**config.mk**
```make
export PLATFORM = sky130hd
export DESIGN_NAME = fetch_queue
export DESIGN_NICKNAME = d
export VERILOG_FILES = /design/src/rtl/fetch_queue.sv
export SDC_FILE = /design/constraint.sdc
export NUM_CORES = 1
export LEC_CHECK = 0
export CORE_UTILIZATION = 49
export CTS_CLUSTER_DIAMETER = 150
export CTS_CLUSTER_SIZE = 8
export DETAILED_ROUTE_END_ITERATION = 8
export GPL_TIMING_DRIVEN = 1
export PLACE_DENSITY = 0.75
export SLEW_MARGIN = 20
export SYNTH_ARGS = -nofsm -noshare
export SYNTH_HDL_FRONTEND = slang
export SYNTH_SLANG_ARGS = --single-unit
```
**constraint.sdc**
```tcl
create_clock -name clock -period 2.25 [get_ports clock]
set_clock_uncertainty 0.1 [all_clocks]
set_input_delay 0.225 -clock clock [delete_from_list [all_inputs] [get_ports clock]]
set_output_delay 0.225 -clock clock [all_outputs]
set_load 0.05 [all_outputs]
```
**src/rtl/fetch_queue.sv**
```systemverilog
// fetch_queue: instruction prefetch stage.
// Drives byte fetch addresses IA0/IA1 to the instruction memory, captures the
// returned halfword into a DEPTH-entry FIFO together with its byte address,
// and presents the head to the decoder over a valid/ready handshake.
// A redirect flushes the queue and restarts fetch at a new halfword address.
//
// Optional build macro: FETCH_QUEUE_BYPASS_EN
//   When defined, an empty queue forwards the fetched halfword straight to
//   the decoder in the same cycle (0-cycle fetch-to-issue latency).
//   When undefined, the head is always taken from the registered queue.
module fetch_queue #(
  parameter int DEPTH    = 4,
  parameter int RESET_PC = 0
) (
  input  logic        clock,
  input  logic        reset,
  output logic [9:0]  IA0,
  output logic [9:0]  IA1,
  input  logic [15:0] PreInstruction,
  output logic [15:0] instr,
  output logic [9:0]  instr_pc,
  output logic        instr_valid,
  input  logic        instr_ready,
  input  logic        redirect,
  input  logic [9:0]  redirect_pc,
  output logic [3:0]  fill_level
);

  // Pointer width; DEPTH is a power of two so pointers wrap on their own.
  localparam int         PTR_W       = $clog2(DEPTH);
  localparam logic [3:0] DEPTH_C     = 4'(DEPTH);
  localparam logic [9:0] RESET_PC_C  = 10'(RESET_PC);
  localparam logic [9:0] HALFWORD_MASK = 10'h3FE;

  // Architectural state
  logic [9:0]       fetch_pc;
  logic [PTR_W-1:0] head_ptr;
  logic [PTR_W-1:0] tail_ptr;
  logic [3:0]       count;

  // Queue storage: one halfword and its byte address per entry
  logic [15:0]      q_instr [DEPTH];
  logic [9:0]       q_pc    [DEPTH];

  // Last head shown to the decoder, kept visible while the queue is empty
  logic [15:0]      held_instr;
  logic [9:0]       held_pc;

  // Handshake / queue control
  logic             queue_empty;
  logic             pop;
  logic             push;
  logic             bypass_take;
  logic             q_push;
  logic             q_pop;

  assign queue_empty = (count == 4'd0);

  // Fetch addresses are a pure function of fetch_pc
  assign IA0        = fetch_pc;
  assign IA1        = fetch_pc + 10'd1;
  assign fill_level = count;

  // Select what the decoder sees: queue head, bypassed fetch, or held value
  always_comb begin
    // NOTE: every always_comb output gets a default first so no path can
    // leave it unassigned and infer a latch.
    instr_valid = !queue_empty;
    instr       = queue_empty ? held_instr : q_instr[head_ptr];
    instr_pc    = queue_empty ? held_pc    : q_pc[head_ptr];
`ifdef FETCH_QUEUE_BYPASS_EN
    if (queue_empty && !redirect) begin
      instr_valid = 1'b1;
      instr       = PreInstruction;
      instr_pc    = fetch_pc;
    end
`endif
  end

  // Derive push/pop; redirect overrides both
  always_comb begin
    pop  = instr_valid && instr_ready && !redirect;
    push = !redirect && ((count < DEPTH_C) || pop);
`ifdef FETCH_QUEUE_BYPASS_EN
    // An empty queue with a consuming decoder hands the fetch over directly
    bypass_take = queue_empty && pop;
`else
    bypass_take = 1'b0;
`endif
    q_push = push && !bypass_take;
    q_pop  = pop && !queue_empty;
  end

  // Fetch address register: reset, redirect, or advance one halfword per push
  always_ff @(posedge clock) begin
    // NOTE: sequential state uses non-blocking assignments so every register
    // samples pre-edge values regardless of block ordering.
    if (!reset) begin
      fetch_pc <= RESET_PC_C;
    end else if (redirect) begin
      fetch_pc <= redirect_pc & HALFWORD_MASK;
    end else if (push) begin
      fetch_pc <= fetch_pc + 10'd2;
    end
  end

  // Queue pointers and occupancy
  always_ff @(posedge clock) begin
    if (!reset || redirect) begin
      head_ptr <= '0;
      tail_ptr <= '0;
      count    <= 4'd0;
    end else begin
      if (q_push) begin
        tail_ptr <= tail_ptr + PTR_W'(1);
      end
      if (q_pop) begin
        head_ptr <= head_ptr + PTR_W'(1);
      end
      count <= count + {3'b000, q_push} - {3'b000, q_pop};
    end
  end

  // Queue storage write at the tail
  always_ff @(posedge clock) begin
    // NOTE: the storage array is deliberately not reset; an entry is only
    // read once count says it was written, so clearing it buys nothing.
    if (reset && q_push) begin
      q_instr[tail_ptr] <= PreInstruction;
      q_pc[tail_ptr]    <= fetch_pc;
    end
  end

  // Remember the last valid head so outputs hold while the queue is empty
  always_ff @(posedge clock) begin
    if (!reset) begin
      held_instr <= 16'h0000;
      held_pc    <= 10'h000;
    end else if (instr_valid) begin
      held_instr <= instr;
      held_pc    <= instr_pc;
    end
  end

endmodule

```
== Word level (Yosys, flattened, before mapping) ==
Memories as Yosys holds them, arrays and structs flattened. A register that Yosys moved wholly into a read port is not among the register bits.
Index checks and enable logic that the tools add are counted.
Widths: inputs -> output; s select.

* Flip-flop bits (word level): 44
* RAM bits: 104
* Memories: 2
* Logic and storage cells: 40
* Input bits: 30

* Order comparisons: 1
* Reduce and logical (&&, ||, !) cells: 13
* Multiplexer cells: 10
* Add/subtract/negate cells: 6
* Bitwise gates (word level): 1

{| class="wikitable"
|+ Memories
! memory !! depth !! width !! read ports !! clocked after memory_dff !! wr ports !! RTL line !! text
|-
| q_instr || 4 || 16 || 1 || 1 || 1 || 42 || <nowiki>logic [15:0] q_instr [DEPTH];</nowiki>
|-
| q_pc || 4 || 10 || 1 || 1 || 1 || 43 || <nowiki>logic [9:0] q_pc [DEPTH];</nowiki>
|}

{| class="wikitable"
|+ Operators by type and width
! operator !! count
|-
| $mux 10 || 3
|-
| $mux 16 || 1
|-
| $add 10x1->10 const B || 1
|-
| $add 10x2->10 const B || 1
|-
| $mux 2 || 4
|-
| $logic_and 1x1->1 || 5
|-
| $add 2x1->2 const B || 2
|-
| $add 4x1->4 || 1
|-
| $logic_not 4->1 || 1
|-
| $lt 4x3->1 const B || 1
|-
| $sub 4x1->4 || 1
|-
| $logic_not 1->1 || 3
|-
| $logic_or 1x1->1 || 2
|-
| $mux 1 || 2
|-
| $reduce_bool 2->1 || 1
|-
| $reduce_or 2->1 || 1
|-
| $not 1->1 || 1
|}

== Longest topological paths before layout ==
* Word-level depth: 9
* Mapped depth: 14
* Mapped depth without buffers: 13

== Least setup slack after synthesis ==
Ideal clock, no wire load.

* Kind: register to register
* Start: register count[2] (netlist: fill_level[2])
* End: register count[2] (netlist: fill_level[2])
* Period minus slack after synthesis: 2.926 ns
* Data arrival time: 2.704 ns
* Cell stages (with the launch flop): 14
* Setup slack: -0.676 ns
* Cells stage by stage: dfxtp_1 inv_1 ha_1 nor3b_2 inv_2 a21oi_1 or2_2 ha_1 inv_1 ha_1 inv_1 fa_1 xor2_1 nor2_1

* Longest elaborated chain between the ends: 8
* Elaborated cells between the ends (all ways): 10
* Classes of those cells: 2 x add/sub; 1 x order compare; 7 x reduce/logical

{| class="wikitable"
|+ RTL lines
! element !! RTL line !! text
|-
| start: declaration || 39 || <nowiki>logic [3:0] count;</nowiki>
|-
| start signal: assignment || 120 || <nowiki>count <= count + {3'b000, q_push} - {3'b000, q_pop};</nowiki>
|-
| branches (longest 7 deep; another with $lt 4x3->1) || n/a ||
|-
| $sub 4x1->4 * || 120 ||
|}

Mark *: on every way between the ends.
A chain may end at the register's enable or synchronous reset.

== Final worst setup path ==
* Start: register count[3] (netlist: fill_level[3])
* End: register count[1] (netlist: fill_level[1])

Same word-level chain as after synthesis.

==> results.md <==
* PnR worst setup slack at -0.0464 ns
* CP Data Required Time at roughly 2.5 ns
* Clk pwr share at 0.381
* Clock latency on the worst-skew pair at roughly 0.42 ns
* Core area at 0.0116 mm^2
* Row Count at 39
* Violated checks: design-rule violations, negative setup slack
* RSZ-0062 raised after global routing: yes
* Cell Area, Synth at a little under 0.006 mm^2
* Netlist cell types at 45
* Leading area contributor after synthesis: edfxtp_1
* Antenna violation net count after detailed routing at 0
* Hold Crit Depth at 3
* Root buf cell: clkbuf_16
* Achievable Freq at roughly 440 MHz
* Initial DRT Pass Iterations at 6
* GRT Total Usage at 0.206
* Cts hold-fix bufs at 0
* Hold Fails Final Rpt at 0
* CP cell instances: inv_4, ha_4, nor3b_4, inv_2, a21oi_4, or2_4, ha_4, inv_2, ha_4, inv_2, fa_2, nor2_1
* Ys async rst share at 0
* Critical path arrival at around 2.5 ns
* Total of fill cells in the finished design at approximately 800
* Clock sink count at ~150
* Pleak at roughly 0.0028 uW
* Synth warn at 0
* Final setup TNS at -0.0700 ns
* H-tree Lvls at 4
* P_sw at between 2000 and 2500 uW
* Initial Util at 0.511
* Crit path time final at 2.30 ns
* Area occupied by multi-input gates at 0.00184 mm^2
* Synth Instances at 402
* Int Pwr at slightly above 5000 uW
* Max incr delay on CP at approximately 0.50 ns
* Pwr/cell area at between 900 and 1000 mW/mm^2
* Slew Limit Fails at 0
* Mapped Nets at 444
* Status: complete, but fails checks
* Fin util at 0.669
* CTS buffer count at 17
* Post-layout nets at ~550
* Placement Cell Area at ~0.0070 mm^2
* Synth Register Bits at between 100 and 150
* Number of synthesized flops with an enable pin at 100
* Relative slew slack at 0.656
* RR Startpoint: fill_level[3]
* Hold crit path type: in -> reg
* Most used DFF post-synth: edfxtp_1
* Antenna cells at 0
* Grt ovf at 0
* Routed vias at 3525
* DRT Wirelength at between 10 and 15 mm
* Slowest CP cell: fa_2
* DIE HEIGHT at about 110 um
* I/O Pins at 81
* Vias in the first global route at 3640
* VDD IR max at approximately 0.52 mV
* Drt drc at 6
* Hold Crit Start: redirect_pc[1]
* Final Cycle Share at 1.02
* Most frequent cells in the layout: 100 x edfxtp_1, 49 x clkdlybuf4s50_1, 44 x nand2_1
* Crit end category: flop
* Most common cell after layout, fill and taps aside: edfxtp_1
* IO buf count at 77
* Sequential area share after synthesis at 0.658
* Worst Setup Start Kind: flop
* Die area at between 0.01 and 0.015 mm^2
* Antenna violations before repair at 0
* R2R cell count at 12
* Worst Max-Slew Pin Slew at 0.514 ns
* P&R area growth vs syn at 31.0%
* Net Sw Frac at 0.285
* Flop pwr share at 0.422
* Worst-path maximum fanout at 3
* Crit path from: fill_level[3]
* Largest net degree at the start of global routing at 39
* Die Wd at about 110 um
* Max cap viols at 0
* Ranking of synthesized cells by area: edfxtp_1 51%, dfxtp_1 15%, mux4_2 7.6%, nand2_1 3.6%, and2_1 3.2%
* Critical path class: reg -> reg
* Global-route wire length before repair at between 15 and 20 mm
* Final setup fails at 3
* Hpwl dp at roughly 7.4 mm
* DR vias/cell at roughly 5.3
* GPL Wtd Cong at around 0.77
* Design area at between 0.007 and 0.008 mm^2
* Clk slew on worst S/H paths at 0.06 ns
* Clk buf depth at 2
* Reg area at around 0.0039 mm^2
* DR iter-0 viols at ~240
* Layout cell share with drive strength beyond 1 at 0.353
* WL per Instance at 18.1 um
* Syn Area/Cell at roughly 15 um^2
* Top cell type's share of synthesized area at 0.506
* Comb power frac at 0.197
* CTS tree: built
[worst max-delay path: cells and delay by family, from the launching register on]
kind / cells / cell delay, ns
buffers and inverters: 4 / 0.22
flip-flops: 1 / 0.36
AND/OR/NAND/NOR: 3 / 0.45
AO/OA/AOI/OAI: 1 / 0.06
adder cells (fa/ha/maj): 4 / 1.00
[stage by stage]
stage	std cells	hold WS [ns]	total power, uW	setup slack, ns
2_1_floorplan	402	0.224	4020	-0.139
3_3_place_gp	621	0.358	4380	-0.00377
3_5_place_dp	621	0.384	4410	-0.0295
4_1_cts	658	0.320	7220	-0.0399
5_1_grt	661	0.335	7470	-0.125
6_report	661	0.327	7210	-0.0464
[routing by layer]
layer / routed length (um) / track usage
met5: 0 / 0
met2: 6120 / 0.351
met4: 195 / 0.0773
met1: 5030 / 0.250
met3: 629 / 0.0593
[power by group through the flow]
stage | Sequential (uW) | Clock [uW] | Combinational (uW)
3_3_place_gp | 3090 | 0 | 1290
2_1_floorplan | 3140 | 0 | 874
6_report | 3050 | 2750 | 1420
5_1_grt | 3060 | 2920 | 1500
3_5_place_dp | 3100 | 0 | 1310
4_1_cts | 3040 | 2800 | 1370
[final cells by class]
cell class | instances | share of cell area
multi-input combinational | 217 | 0.237
inverter | 11 | 0.00596
tap | 143 | 0.0230
clock buffer | 18 | 0.0553
sequential | 145 | 0.505
clock inverter | 14 | 0.0201
timing repair buffer | 113 | 0.154
[Yosys cell counts, types with 5 or more instances]
library cell  number
and2_1            30
nand2_2           20
mux4_2            20
nand3_1            7
nor2_1            13
o21ai_0           10
edfxtp_1         100
inv_1              9
a21oi_1            5
nand2_1           57
buf_4             12
mux4_1             5
ha_1              11
dfxtp_1           45
[cells by family (layout without fill, tap and decap cells)]
group / after synthesis / count (layout) / synth area share
buffers and inverters: 40 / 156 / 0.0494
other: 2 / 2 / 0.00127
xor gates and xnor gates: 7 / 7 / 0.0103
and+or+nand+nor: 144 / 144 / 0.124
muxes: 28 / 28 / 0.104
AOI/OAI and AO/OA: 24 / 24 / 0.0262
DFF: 145 / 145 / 0.658
adders and majority gates: 12 / 12 / 0.0266
[flip-flops by register name, indices dropped and copies added, names as in the netlist, named ones only]
register    count
q_instr        64
head_ptr        2
tail_ptr        2
held_pc        10
fill_level      4
held_instr     16
q_pc           36
IA0             9
[path summary, 6_finish.rpt]
kind / endpoint / slack (ns)
hold reg to reg: held_pc[0] / 0.39
setup reg to reg: fill_level[1] / -0.05
hold / removal: IA0[1] / 0.33
setup / recovery: fill_level[1] / -0.05
[what timing repair did]
item,in CTS,in global routing
setup buffers,4,2
gates cloned,1,2
pin swaps,0,12
setup endpoints to repair,30,124
resized for setup,18,27
Note: power is estimated with default switching activity, not from simulation.
